$ cat src/rtl/pe_operand_feeder.sv
// Operand feeder for one PE: streams input-activation and weight words from two
// single-cycle buffer read ports into the PE over two independent rdy/ack channels.
module pe_operand_feeder #(
  parameter int unsigned DW = 16,
  parameter int unsigned AW = 10,
  parameter int unsigned LW = 6
) (
  input  logic          i_clk,
  input  logic          i_rst,
  input  logic          i_start,
  input  logic [LW-1:0] i_Pch,
  input  logic [LW-1:0] i_R,
  input  logic [LW-1:0] i_Pm,
  input  logic [AW-1:0] i_in_base,
  input  logic [AW-1:0] i_w_base,
  output logic          o_in_re,
  output logic [AW-1:0] o_in_addr,
  input  logic [DW-1:0] i_in_rdata,
  output logic          o_w_re,
  output logic [AW-1:0] o_w_addr,
  input  logic [DW-1:0] i_w_rdata,
  output logic          Input_rdy,
  input  logic          Input_ack,
  output logic [DW-1:0] Input_dat,
  output logic          Weight_rdy,
  input  logic          Weight_ack,
  output logic [DW-1:0] Weight_dat,
  output logic          o_busy,
  output logic          o_done
);

  localparam int unsigned CW = 3 * LW;

  typedef enum logic [1:0] {
    S_IDLE = 2'd0,
    S_LOAD = 2'd1,
    S_DONE = 2'd2
  } state_t;

  // Channel index 0 is Input, 1 is Weight.
  state_t        r_state;
  logic          r_busy;
  logic          r_done;
  logic [CW-1:0] r_n      [2];
  logic [CW-1:0] r_rd_cnt [2];
  logic [CW-1:0] r_tx_cnt [2];
  logic [AW-1:0] r_addr   [2];
  logic [1:0]    r_occ    [2];
  logic [DW-1:0] r_head   [2];
  logic [DW-1:0] r_tail   [2];
  logic [1:0]    r_infl;

  logic [1:0]    w_ack;
  logic [1:0]    w_rdy;
  logic [1:0]    w_pop;
  logic [1:0]    w_re;
  logic [DW-1:0] w_rdata  [2];
  logic [CW-1:0] w_n_in;
  logic [CW-1:0] w_n_w;
  logic          w_fin;

  // Issue/transfer decisions. An entry popped this cycle frees its FIFO slot for
  // the read issued now, which is what lets a channel stream one word per cycle.
  always_comb begin
    w_ack      = {Weight_ack, Input_ack};
    w_rdata[0] = i_in_rdata;
    w_rdata[1] = i_w_rdata;
    w_n_in     = CW'(i_Pch) * CW'(i_R);
    w_n_w      = w_n_in * CW'(i_Pm);
    w_rdy      = '0;
    w_pop      = '0;
    w_re       = '0;
    w_fin      = 1'b1;
    for (int c = 0; c < 2; c++) begin
      w_rdy[c] = (r_occ[c] != 2'd0);
      w_pop[c] = w_rdy[c] & w_ack[c];
      w_re[c]  = (r_state == S_LOAD) && (r_rd_cnt[c] < r_n[c]) &&
                 ((3'(r_occ[c]) + 3'(r_infl[c]) - 3'(w_pop[c])) < 3'd2);
      if ((r_tx_cnt[c] + CW'(w_pop[c])) != r_n[c]) w_fin = 1'b0;
    end
  end

  always_ff @(posedge i_clk or posedge i_rst) begin
    if (i_rst) begin
      r_state <= S_IDLE;
      r_busy  <= 1'b0;
      r_done  <= 1'b0;
      r_infl  <= '0;
      for (int c = 0; c < 2; c++) begin
        r_n[c]      <= '0;
        r_rd_cnt[c] <= '0;
        r_tx_cnt[c] <= '0;
        r_addr[c]   <= '0;
        r_occ[c]    <= '0;
        r_head[c]   <= '0;
        r_tail[c]   <= '0;
      end
    end else begin
      r_done <= 1'b0;
      case (r_state)
        S_IDLE: begin
          if (i_start) begin
            r_state <= S_LOAD;
            r_busy  <= 1'b1;
            r_n[0]  <= w_n_in;
            r_n[1]  <= w_n_w;
            r_addr[0] <= i_in_base;
            r_addr[1] <= i_w_base;
            r_infl  <= '0;
            for (int c = 0; c < 2; c++) begin
              r_rd_cnt[c] <= '0;
              r_tx_cnt[c] <= '0;
              r_occ[c]    <= '0;
            end
          end
        end
        S_LOAD: begin
          if (w_fin) begin
            r_state <= S_DONE;
            r_done  <= 1'b1;
          end
        end
        S_DONE: begin
          r_state <= S_IDLE;
          r_busy  <= 1'b0;
        end
        default: r_state <= S_IDLE;
      endcase

      // Per-channel read pipeline and 2-entry FIFO (head drives dat).
      if (r_state == S_LOAD) begin
        for (int c = 0; c < 2; c++) begin
          r_infl[c] <= w_re[c];
          if (w_re[c]) begin
            r_rd_cnt[c] <= r_rd_cnt[c] + CW'(1);
            r_addr[c]   <= r_addr[c] + AW'(1);
          end
          if (w_pop[c]) r_tx_cnt[c] <= r_tx_cnt[c] + CW'(1);
          case ({r_infl[c], w_pop[c]})
            2'b10: begin
              if (r_occ[c] == 2'd0) r_head[c] <= w_rdata[c];
              else                  r_tail[c] <= w_rdata[c];
              r_occ[c] <= r_occ[c] + 2'd1;
            end
            2'b01: begin
              r_head[c] <= r_tail[c];
              r_occ[c]  <= r_occ[c] - 2'd1;
            end
            2'b11: begin
              if (r_occ[c] == 2'd1) begin
                r_head[c] <= w_rdata[c];
              end else begin
                r_head[c] <= r_tail[c];
                r_tail[c] <= w_rdata[c];
              end
            end
            default: ;
          endcase
        end
      end
    end
  end

  a_cnt_bounds: assert property (@(posedge i_clk) disable iff (i_rst)
    (r_rd_cnt[0] <= r_n[0]) && (r_tx_cnt[0] <= r_rd_cnt[0]) &&
    (r_rd_cnt[1] <= r_n[1]) && (r_tx_cnt[1] <= r_rd_cnt[1]));

  assign o_in_re    = w_re[0];
  assign o_in_addr  = r_addr[0];
  assign o_w_re     = w_re[1];
  assign o_w_addr   = r_addr[1];
  assign Input_rdy  = w_rdy[0];
  assign Input_dat  = r_head[0];
  assign Weight_rdy = w_rdy[1];
  assign Weight_dat = r_head[1];
  assign o_busy     = r_busy;
  assign o_done     = r_done;

endmodule

$ cat config.mk
export PLATFORM = sky130hd
export DESIGN_NAME = pe_operand_feeder
export DESIGN_NICKNAME = d
export VERILOG_FILES = /design/src/rtl/pe_operand_feeder.sv
export SDC_FILE = /design/constraint.sdc
export NUM_CORES = 1
export LEC_CHECK = 0
export ABC_AREA = 1
export BUFFER_PORTS_ARGS = -buffer_cell sky130_fd_sc_hd__buf_2
export CORE_ASPECT_RATIO = 1.25
export CORE_MARGIN = 10
export CORE_UTILIZATION = 50
export CTS_BUF_LIST = sky130_fd_sc_hd__clkbuf_4
export DETAILED_ROUTE_END_ITERATION = 8
export PLACE_DENSITY = 0.69
export SYNTH_ARGS = -nofsm -noshare
export SYNTH_HDL_FRONTEND = slang
export SYNTH_SLANG_ARGS = --single-unit
$ cat constraint.sdc
create_clock -name i_clk -period 10 [get_ports i_clk]
set_input_delay 1 -clock i_clk [delete_from_list [all_inputs] [get_ports i_clk]]
set_output_delay 1 -clock i_clk [all_outputs]
set_load 0.05 [all_outputs]
# Word level (Yosys, flattened, before mapping)
# Index checks and enable logic that the tools add are counted.
dict set report classes {
  multipliers 2
  bitwise 2
  order_cmp 4
  mux 44
  n_addsub 16
  n_reduce_logical 24
  n_eq_ne 20
}
# operator n
set op_table {}
lappend op_table {{two-way mux 36 bit} 6}
lappend op_table {{two-way mux 16 bit} 8}
lappend op_table {{case mux 16 bit (3 select lines)} 2}
lappend op_table {{adder 18 x 1 -> 18 bit (second input constant)} 4}
lappend op_table {{two-way mux 18 bit} 4}
lappend op_table {{case mux 16 bit (2 select lines)} 2}
lappend op_table {{two-way mux 20 bit} 3}
lappend op_table {{adder 18 x 1 -> 18 bit} 2}
lappend op_table {{adder 10 x 1 -> 10 bit (second input constant)} 2}
lappend op_table {{two-way mux 10 bit} 2}
lappend op_table {{less-than comparator 18 x 12 -> 1 bit} 1}
lappend op_table {{less-than comparator 18 bit} 1}
lappend op_table {{multiplier 12 x 6 -> 18 bit} 1}
lappend op_table {{inequality test 18 x 12 -> 1 bit} 1}
lappend op_table {{inequality test 18 bit} 1}
lappend op_table {{inequality test 2 bit (second input constant)} 8}
lappend op_table {{nonzero test 2 bit} 7}
lappend op_table {{multiplier 6 x 6 -> 12 bit} 1}
lappend op_table {{two-way mux 4 bit} 3}
lappend op_table {{case mux 2 bit (2 select lines)} 3}
lappend op_table {{equality test 2 x 1 -> 1 bit (second input constant)} 5}
lappend op_table {{equality test 2 bit (second input constant)} 5}
lappend op_table {{two-way mux 2 bit} 5}
lappend op_table {{AND reduction 2 bit} 4}
lappend op_table {{other kinds (13)} 31}
dict set report totals {
  ff_bits 196
  output_inout_bits 58
}

# Logic depth before layout (Yosys ltp)
# Gate-level depths: netlist of the first run.
dict set report depth {
  ltp_word 8
  depth_mapped 36
  mapped_depth_nobuf 36
}

# Worst setup path after synthesis of the first run
# Ideal clock, no wire load.
dict set report synth_path {
  kind {in2reg}
  startpoint {in i_Pch[3]}
  endpoint {reg r_n[15] (netlist bit)}
  path_buffers 0
  path_slack_ns 2.974
  arrival_ns 6.895
  setup_time_ns 0.131
  cell_stages 34
  cell_sequence {nand2_1 -> inv_1 -> fa_1 -> inv_1 -> fa_1 -> fa_1 -> inv_1 -> ha_1 -> inv_1 -> nor2_1 -> o21ai_0 -> nand2_1 -> nand2_1 -> nand2_1 -> nand2_1 -> nand2_1 -> or2_2 -> nand2_1 -> nor2_1 -> fa_1 -> fa_1 -> inv_1 -> fa_1 -> inv_1 -> ha_1 -> nand2_1 -> nand2_1 -> a31oi_1 -> nand3_1 -> nand2_1 -> nand2_1 -> or2_2 -> nand3_1 -> o21ai_0}
}
dict set report synth_via {
  elab_chain_len 2
}
# element line
set synth_lines {}
lappend synth_lines {{from (decl)} 11} ;# input logic [LW-1:0] i_Pch,
lappend synth_lines {{multiplier 6 x 6 -> 12 bit} 68} ;# w_n_in = CW'(i_Pch) * CW'(i_R);
lappend synth_lines {{multiplier 12 x 6 -> 18 bit} 69} ;# w_n_w = w_n_in * CW'(i_Pm);
lappend synth_lines {{to (decl)} 44} ;# logic [CW-1:0] r_n [2];
# Every way passes these cells.
# A chain may end at the register's enable or synchronous reset.

# Final worst setup path of the first run
# Same ends and word-level chain as after synthesis.

==> impl_results.md, run 1 <==
- Status: completed
- Class of the most critical setup path: input port to flop
- WP data arrival: between 7000 and 8000 ps
- Die area: 37300 um2
- Crit-path slowest cell: fa_1
- Register area share after synthesis: 0.328
- Maxcap violations: 0
- Clk pin slew, worst setup/hold paths: 160 ps
- Largest net degree at the start of global routing: 120
- Post-Layout Cell Count: approximately 2500
- Postcts setup bufs: 0
- Vias: 12800
- Critical Path Sink Type: flop
- Initial antenna violation count: 2
- Top cell type's share of synthesized area: 0.328
- Register area: 4900 um2
- Synth Instances: 1998
- CTS tree: built
- Headroom to the max-slew limit: 0.150
- Pleak: 8.74 nW
- Comb pwr share: 0.671
- Top-level port count: 133
- Fin Setup TNS: 0 ps
- WHS: 503 ps
- Starting DRT DRC Count: 960
- Min cycle time layout: 7060 ps
- Cts hold-fix bufs: 0
- Top cells by area, synth: dfrtp_1 33%, nand2_1 13%, inv_1 9.5%
- Crit share post-route: 0.706
- P_sw: 2.80 mW
- Max Freq: 142 MHz
- Placed Instances: 2494
- Detailed placer's ending HPWL: ~28000 um
- Core Rows: 70
- Clock group share of total power: 0.077
- Drt pass-1 iters: 5
- Switching share of total power: 0.545
- Mapped Avg Cell Area: 7.48 um2
- CTS Sinks: 196
- Final Max Tran Viols: 0
- Post-Route WL: roughly 36000 um
- FF+latch count, synth: 196
- Worst Setup Start Kind: input port
- Syn nets: 2227
- Final Setup Violations: 0
- Clk_lat worst skew: 630 ps
- Main synth FF type: dfrtp_1
- All-Layer GR Usage: 0.199
- Multi-input gate area: 8410 um2
- Global-route wire length before repair: 62300 um
- Async SR Flop Fraction: 1.00
- CP Data Required Time: 10480 ps
- Critical path's largest stage delay: approximately 540 ps
- PostCTS Resize Cnt: 0
- Finished Cell Area: 16300 um2
- Chip height: 213 um
- PD cells: 316 nW/um2
- Routed wire per std cell: 14.4 um
- Fin Clk Skew: 28.4 ps
- DP Area: 16000 um2
- Number of global-route vias before repair: roughly 13000
- Synth unique cells: between 40 and 50
- Core Area: a little under 30000 um2
- DR DRC count: 0
- Die X: 175 um
- Nets: 2347
- Most used cell, CP: nand2_1
- Hold Crit Class: flop to flop
- RSZ-0062 raised after global routing: no
- Clock tree buffer depth: 2
- Peak VDD IR: 0.271 mV
- Port bufs: between 100 and 150
- Internal: 2.34 mW
- Post-synthesis cell area: 14900 um2
- H-tree depth: 4
- Layout Area Growth over Synthesis: 8.77%
- Hold Fails Final Rpt: 0
- Routability cong.: 0.887
- Initial Utilization: 0.509
- CTS Root Cell: clkbuf_4
- Proportion of layout cells with a drive suffix above 1: 0.116
- Aggregate global routing overflow: 0
- Post-synth EDFFs: 0
- Area leader, netlist: dfrtp_1
- Power after layout: 5.13 mW
- Fillers: 2789
- Cts bufs inserted: 17
- Yosys Warn Count: 0
- Vias per cell: approximately 5.1
- Post-DRT Antenna Nets: 0
- CP Max Fanout: 6
- Sequential Power Share: 0.252
- Worst-Margin Slew: between 1000 and 1500 ps
==> per-layer routing <==
layer	global-route usage	wire, um	up-vias
met4	0.0509	467	0
met1	0.259	16700	6009
met2	0.339	17400	309
met3	0.0350	1730	33
li1	-	-	6471
met5	0	0	-
==> metrics by stage <==
step                      utilization  setup slack, ps
after floorplan                     -             2970
after global placement          0.545             2400
after detailed placement        0.545             2300
after CTS                       0.554             2980
after global routing            0.554             2490
final                           0.554             2940
==> power groups by stage <==
stage	Combinational, mW	Sequential (mW)	Clock [mW]
2_1_floorplan	2.37	1.61	0
3_3_place_gp	3.40	1.30	0
3_5_place_dp	3.47	1.31	0
4_1_cts	3.48	1.29	0.411
5_1_grt	3.98	1.34	0.441
6_report	3.44	1.30	0.395
==> worst paths after layout <==
check,from,to,slack [ps],cells after the start
setup / recovery,i_Pch[3],r_n[15],2940,35
setup reg to reg,r_occ[3],o_in_addr[8],6430,14
min in group asynchronous,i_rst,Input_dat[12],530,2
hold / removal,Input_dat[4],Input_dat[4],500,1
hold reg to reg,Input_dat[4],Input_dat[4],500,1
max in group asynchronous,i_rst,r_n[22],7940,3
==> logic make-up after synthesis <==
kind of cell	Yosys count	synth area share
XOR/XNOR	74	0.0434
AND/OR/NAND/NOR	865	0.243
adder cells (fa/ha/maj)	154	0.159
multiplexers	34	0.0254
buffers and inverters	428	0.109
flip-flops	196	0.328
AO/OA/AOI/OAI	247	0.0918
==> Yosys cell counts (2+ instances only) <==
cell / n
mux2_1: 9
nor4_1: 2
buf_4: 2
o21bai_1: 5
inv_1: 380
o21ai_0: 136
o211ai_1: 6
a21oi_1: 36
nand2_4: 2
nor3_4: 2
xor2_1: 53
a31oi_1: 4
nor3_1: 17
mux2i_1: 2
a21o_1: 4
nand2_1: 507
or2_2: 11
nor2_2: 15
o21ai_1: 8
fa_1: 60
o22ai_1: 38
nor3_2: 3
nand3_1: 109
mux2_2: 23
clkbuf_1: 22
inv_2: 6
o31ai_1: 3
nor2_1: 168
nand4_1: 20
xnor2_1: 21
nand2_2: 4
ha_1: 94
buf_1: 5
buf_2: 10
o21a_1: 2
dfrtp_1: 196
==> critical path: cells and delay by family <==
| kind | cells | cell delay (ps) |
|---|---|---|
| AOI/OAI and AO/OA | 3 | 570 |
| adders and majority gates | 8 | 3740 |
| and+or+nand+nor | 17 | 1770 |
| buffers and inverters | 7 | 460 |
==> cell type report <==
type                            instances  area share
Sequential cell                       196       0.302
Clock buffer                           19     0.00877
Timing Repair Buffer                  141      0.0448
Clock inverter                         13     0.00623
Antenna cell                            3    0.000462
Multi-Input combinational cell       1374       0.517
Inverter                              388      0.0903
Tap cell                              396      0.0305
==> state kept, by name, summed over array words and instances (netlist names) <==
name        count
o_w_addr       10
r_occ           4
Weight_dat     16
o_in_addr      10
Input_dat      16
o_busy          1
r_n            30
r_tail         32
r_tx_cnt       36
o_done          1
r_state         2
r_infl          2
r_rd_cnt       36
==> cell usage in the layout (no fill, tap or decap), drive strengths merged <==
| master | n |
|---|---|
| nor2 | 184 |
| nand3b | 1 |
| nor3b | 1 |
| or2 | 11 |
| a21oi | 36 |
| diode | 3 |
| nand4 | 20 |
| nor3 | 22 |
| o21ai | 144 |
| o22ai | 38 |
| a32o | 1 |
| clkinvlp | 3 |
| xnor2 | 21 |
| inv | 390 |
| nand3 | 110 |
| a21o | 4 |
| a21boi | 1 |
| xor2 | 53 |
| mux2i | 2 |
| nand2 | 513 |
| dfrtp | 196 |
| a211oi | 1 |
| fa | 60 |
| clkbuf | 19 |
| nor4 | 3 |
| o21a | 2 |
| clkinv | 8 |
| mux2 | 32 |
| buf | 141 |
| ha | 94 |
| o31ai | 3 |
| o211ai | 6 |
| o21bai | 5 |
| a31oi | 6 |
No activity file was read; power rests on OpenSTA's default activity.
==> inputs of run 2 (changes only) <==
--- a/config.mk
+++ b/config.mk
@@ -5,14 +5,14 @@
 export SDC_FILE = /design/constraint.sdc
 export NUM_CORES = 1
 export LEC_CHECK = 0
-export ABC_AREA = 1
+export ABC_AREA = 0
 export BUFFER_PORTS_ARGS = -buffer_cell sky130_fd_sc_hd__buf_2
 export CORE_ASPECT_RATIO = 1.25
 export CORE_MARGIN = 10
 export CORE_UTILIZATION = 50
 export CTS_BUF_LIST = sky130_fd_sc_hd__clkbuf_4
 export DETAILED_ROUTE_END_ITERATION = 8
-export PLACE_DENSITY = 0.69
+export PLACE_DENSITY = 0.72
 export SYNTH_ARGS = -nofsm -noshare
 export SYNTH_HDL_FRONTEND = slang
 export SYNTH_SLANG_ARGS = --single-unit
==> constraint.sdc (replaced) <==
create_clock -name i_clk -period 6.3 [get_ports i_clk]
set_input_delay 0.63 -clock i_clk [delete_from_list [all_inputs] [get_ports i_clk]]
set_output_delay 0.63 -clock i_clk [all_outputs]
set_load 0.05 [all_outputs]
==> impl_results.md, run 2 <==
- Synth Instances: 1481 (-26%)
- Routability cong.: 0.886 (-0.11%)
- Final worst slack: 165 ps (-2780 ps)
- Finished Cell Area: 15900 um2 (-2.5%)
- Final Max Tran Viols: 0 (unchanged)
- CTS Sinks: 196 (unchanged)
- Aggregate global routing overflow: 0 (unchanged)
- Hold Fails Final Rpt: 0 (unchanged)
- Die area: 35100 um2 (-5.9%)
- Headroom to the max-slew limit: 0.216 (+0.0661)
- Die X: 170 um (-2.9%)
- Yosys Warn Count: 0 (unchanged)
- Cts hold-fix bufs: 0 (unchanged)
- Worst-Margin Slew: 1170 ps (-98.5 ps)
- CTS Root Cell: clkbuf_4
- Commonest non-fill, non-tap cell in the layout: dfrtp_1
- Top-level port count: 133 (unchanged)
- Async SR Flop Fraction: 1.00 (unchanged)
- Fillers: 2441 (-12%)
- Class of the most critical setup path: input port to flop
- Cts bufs inserted: 17 (unchanged)
- Peak VDD IR: 0.656 mV (+140%)
- Starting DRT DRC Count: 948 (-1.3%)
- Clk_lat worst skew: 620 ps (about the same)
- Clock tree buffer depth: 2 (unchanged)
- Syn nets: 1710 (-23%)
- Vias per cell: 5.62 (+11%)
- Drt pass-1 iters: 7 (+2)
- Status: completed
- CP Data Required Time: 6790 ps (-3690 ps)
- Initial Utilization: 0.507 (-0.00261)
- Worst Setup Start Kind: input port
- CP Max Fanout: 7 (+1)
- Critical Path Sink Type: flop
- Final Setup Violations: 0 (unchanged)
- Area leader, netlist: dfrtp_1
- Most frequent cell after synthesis: dfrtp_1
- FF+latch count, synth: 196 (unchanged)
- Top cells by area, synth: dfrtp_1 35%, fa_1 8.6%, ha_1 8.4%
- Min cycle time layout: between 6000 and 7000 ps
- Pre-CTS WS: -671 ps (-2970 ps)
- Max Freq: 163 MHz
- Clk pin slew, worst setup/hold paths: 150 ps (about the same)
- Post-synth EDFFs: 0 (unchanged)
- Fin Clk Skew: 21.8 ps (-6.62 ps)
- Hold Crit Class: input port to async pin
- Number of global-route vias before repair: 11200 (-12%)
- Fin Setup TNS: 0 ps (unchanged)
- Pleak: 7.44 nW (-15%)
- Chip height: 207 um (-3.0%)
- Synth unique cells: 77 (+57%)
- Core Rows: 68 (-2.9%)
- Leading cell types in the layout, fill and taps excluded: 196 x dfrtp_1, 137 x nand2_1, 132 x buf_2, 131 x inv_1, 83 x ha_1
- H-tree depth: 4 (unchanged)
- Global-route wire length before repair: 54200 um (-13%)
- Port bufs: 132 (unchanged)
- Largest net degree at the start of global routing: 131 (+9.2%)
- Vias: 11200 (-13%)
- Main synth FF type: dfrtp_1
- Initial antenna violation count: 1 (-1)
- Core Area: 27600 um2 (-6.0%)
- Top cell type's share of synthesized area: 0.351 (+0.0229)
- Proportion of layout cells with a drive suffix above 1: 0.212 (+0.0958)
- Routed wire per std cell: 16.4 um (+14%)
- DP Area: 15400 um2 (-3.8%)
- Layout Area Growth over Synthesis: 13.5%
- Maxcap violations: 0 (unchanged)
- PD cells: 601 nW/um2 (+90%)
- Register area share after synthesis: 0.351 (+0.0229)
- Power after layout: 9.52 mW (+85%)
- Post-Route WL: 32600 um (-10%)
- Largest registers: r_rd_cnt x36, r_tx_cnt x36, r_tail x32
- Mapped Avg Cell Area: 9.43 um2 (+26%)
- Detailed placer's ending HPWL: 24900 um (-11%)
- WP data arrival: 6620 ps (-910 ps)
- Nets: 1861 (-21%)
- Most frequent cells after synthesis: 196 x dfrtp_1, 137 x nand2_1, 136 x inv_1, 94 x ha_1, 83 x nor2_1
- CTS tree: built
- Post-DRT Antenna Nets: 0 (unchanged)
- All-Layer GR Usage: 0.185 (-0.0146)
- DR DRC count: 0 (unchanged)
- Post-synthesis cell area: 14000 um2 (-6.5%)
- Crit share post-route: 0.974
run 2: path summary, 6_finish.rpt:
path                                end         start  slack, ps  cells after the start
min                        Input_dat[7]         i_rst        190                      2
max                             r_n[17]      i_Pch[3]        170                     28
min in group i_clk         o_in_addr[0]  i_in_base[0]        240                      2
max in group asynchronous  r_rd_cnt[24]         i_rst       4710                      3
max reg2reg                 o_w_addr[4]      r_occ[1]       2120                     15
min reg2reg                r_rd_cnt[17]  r_rd_cnt[17]        500                      1
run 2: final cells by class:
| cell class | instances | area (um2) | share of cell area |
|---|---|---|---|
| sequential | 196 | 4900 | 0.309 |
| inverter | 137 | 523 | 0.0330 |
| clock inverter | 13 | 109 | 0.00687 |
| multi-input combinational | 1085 | 8600 | 0.542 |
| antenna | 1 | 2.50 | 0.000158 |
| tap | 350 | 438 | 0.0276 |
| timing repair buffer | 195 | 1130 | 0.0715 |
| clock buffer | 19 | 143 | 0.00900 |
run 2: cell families (layout without fill, tap and decap cells):
family	Yosys count	after routing	share of synthesized area
AND/OR/NAND/NOR	500	500	0.184
AO/OA/AOI/OAI	290	290	0.138
buffers and inverters	200	364	0.0574
flip-flops	196	196	0.351
adder cells (fa/ha/maj)	154	154	0.170
multiplexers	79	79	0.0608
XOR/XNOR	62	62	0.0389
other	0	1	0
run 2: report_power, final:
part | switching (mW) | internal (mW) | total (mW)
Clock | 0.431 | 0.202 | 0.633
Sequential | 0.381 | 1.69 | 2.07
Combinational | 3.77 | 3.05 | 6.82
Total | 4.58 | 4.94 | 9.52
run 2: metal layers:
layer	track usage	vias to the layer above	share of wire
li1	-	5453	-
met1	0.231	5466	0.44
met2	0.320	244	0.49
met3	0.0292	46	0.041
met4	0.0614	0	0.022
met5	0	-	0
run 2: worst max-delay path, stage by stage:
cell and delay (ps):
buf_2 120, and2_4 160, fa_1 520, inv_1 50
fa_1 450, fa_1 530, inv_2 50, ha_4 220
nor2b_2 150, o21ai_2 160, a21boi_2 90, o21ai_2 130
nor2b_4 210, xnor2_4 170, and2_4 190, fa_1 420
fa_1 490, inv_1 50, fa_1 490, inv_2 50
ha_4 200, or2_4 240, a21oi_4 160, a211oi_2 60
nand3b_1 170, a31oi_1 210, xnor2_1 140, o21ai_1 80
run 2: timing repair:
action	4_1_cts	5_1_grt
setup buffers	0	4
setup endpoints to repair	0	8
hold endpoints to repair	0	0
resized for setup	0	29
run 2: per-stage QoR:
step | utilization | hold slack, ps | instances
detailed placement | 0.558 | 477 | 1959
CTS | 0.567 | 202 | 1991
floorplan | - | 449 | 1481
global route | 0.575 | 197 | 1996
global placement | 0.558 | 475 | 1959
finish | 0.575 | 192 | 1996
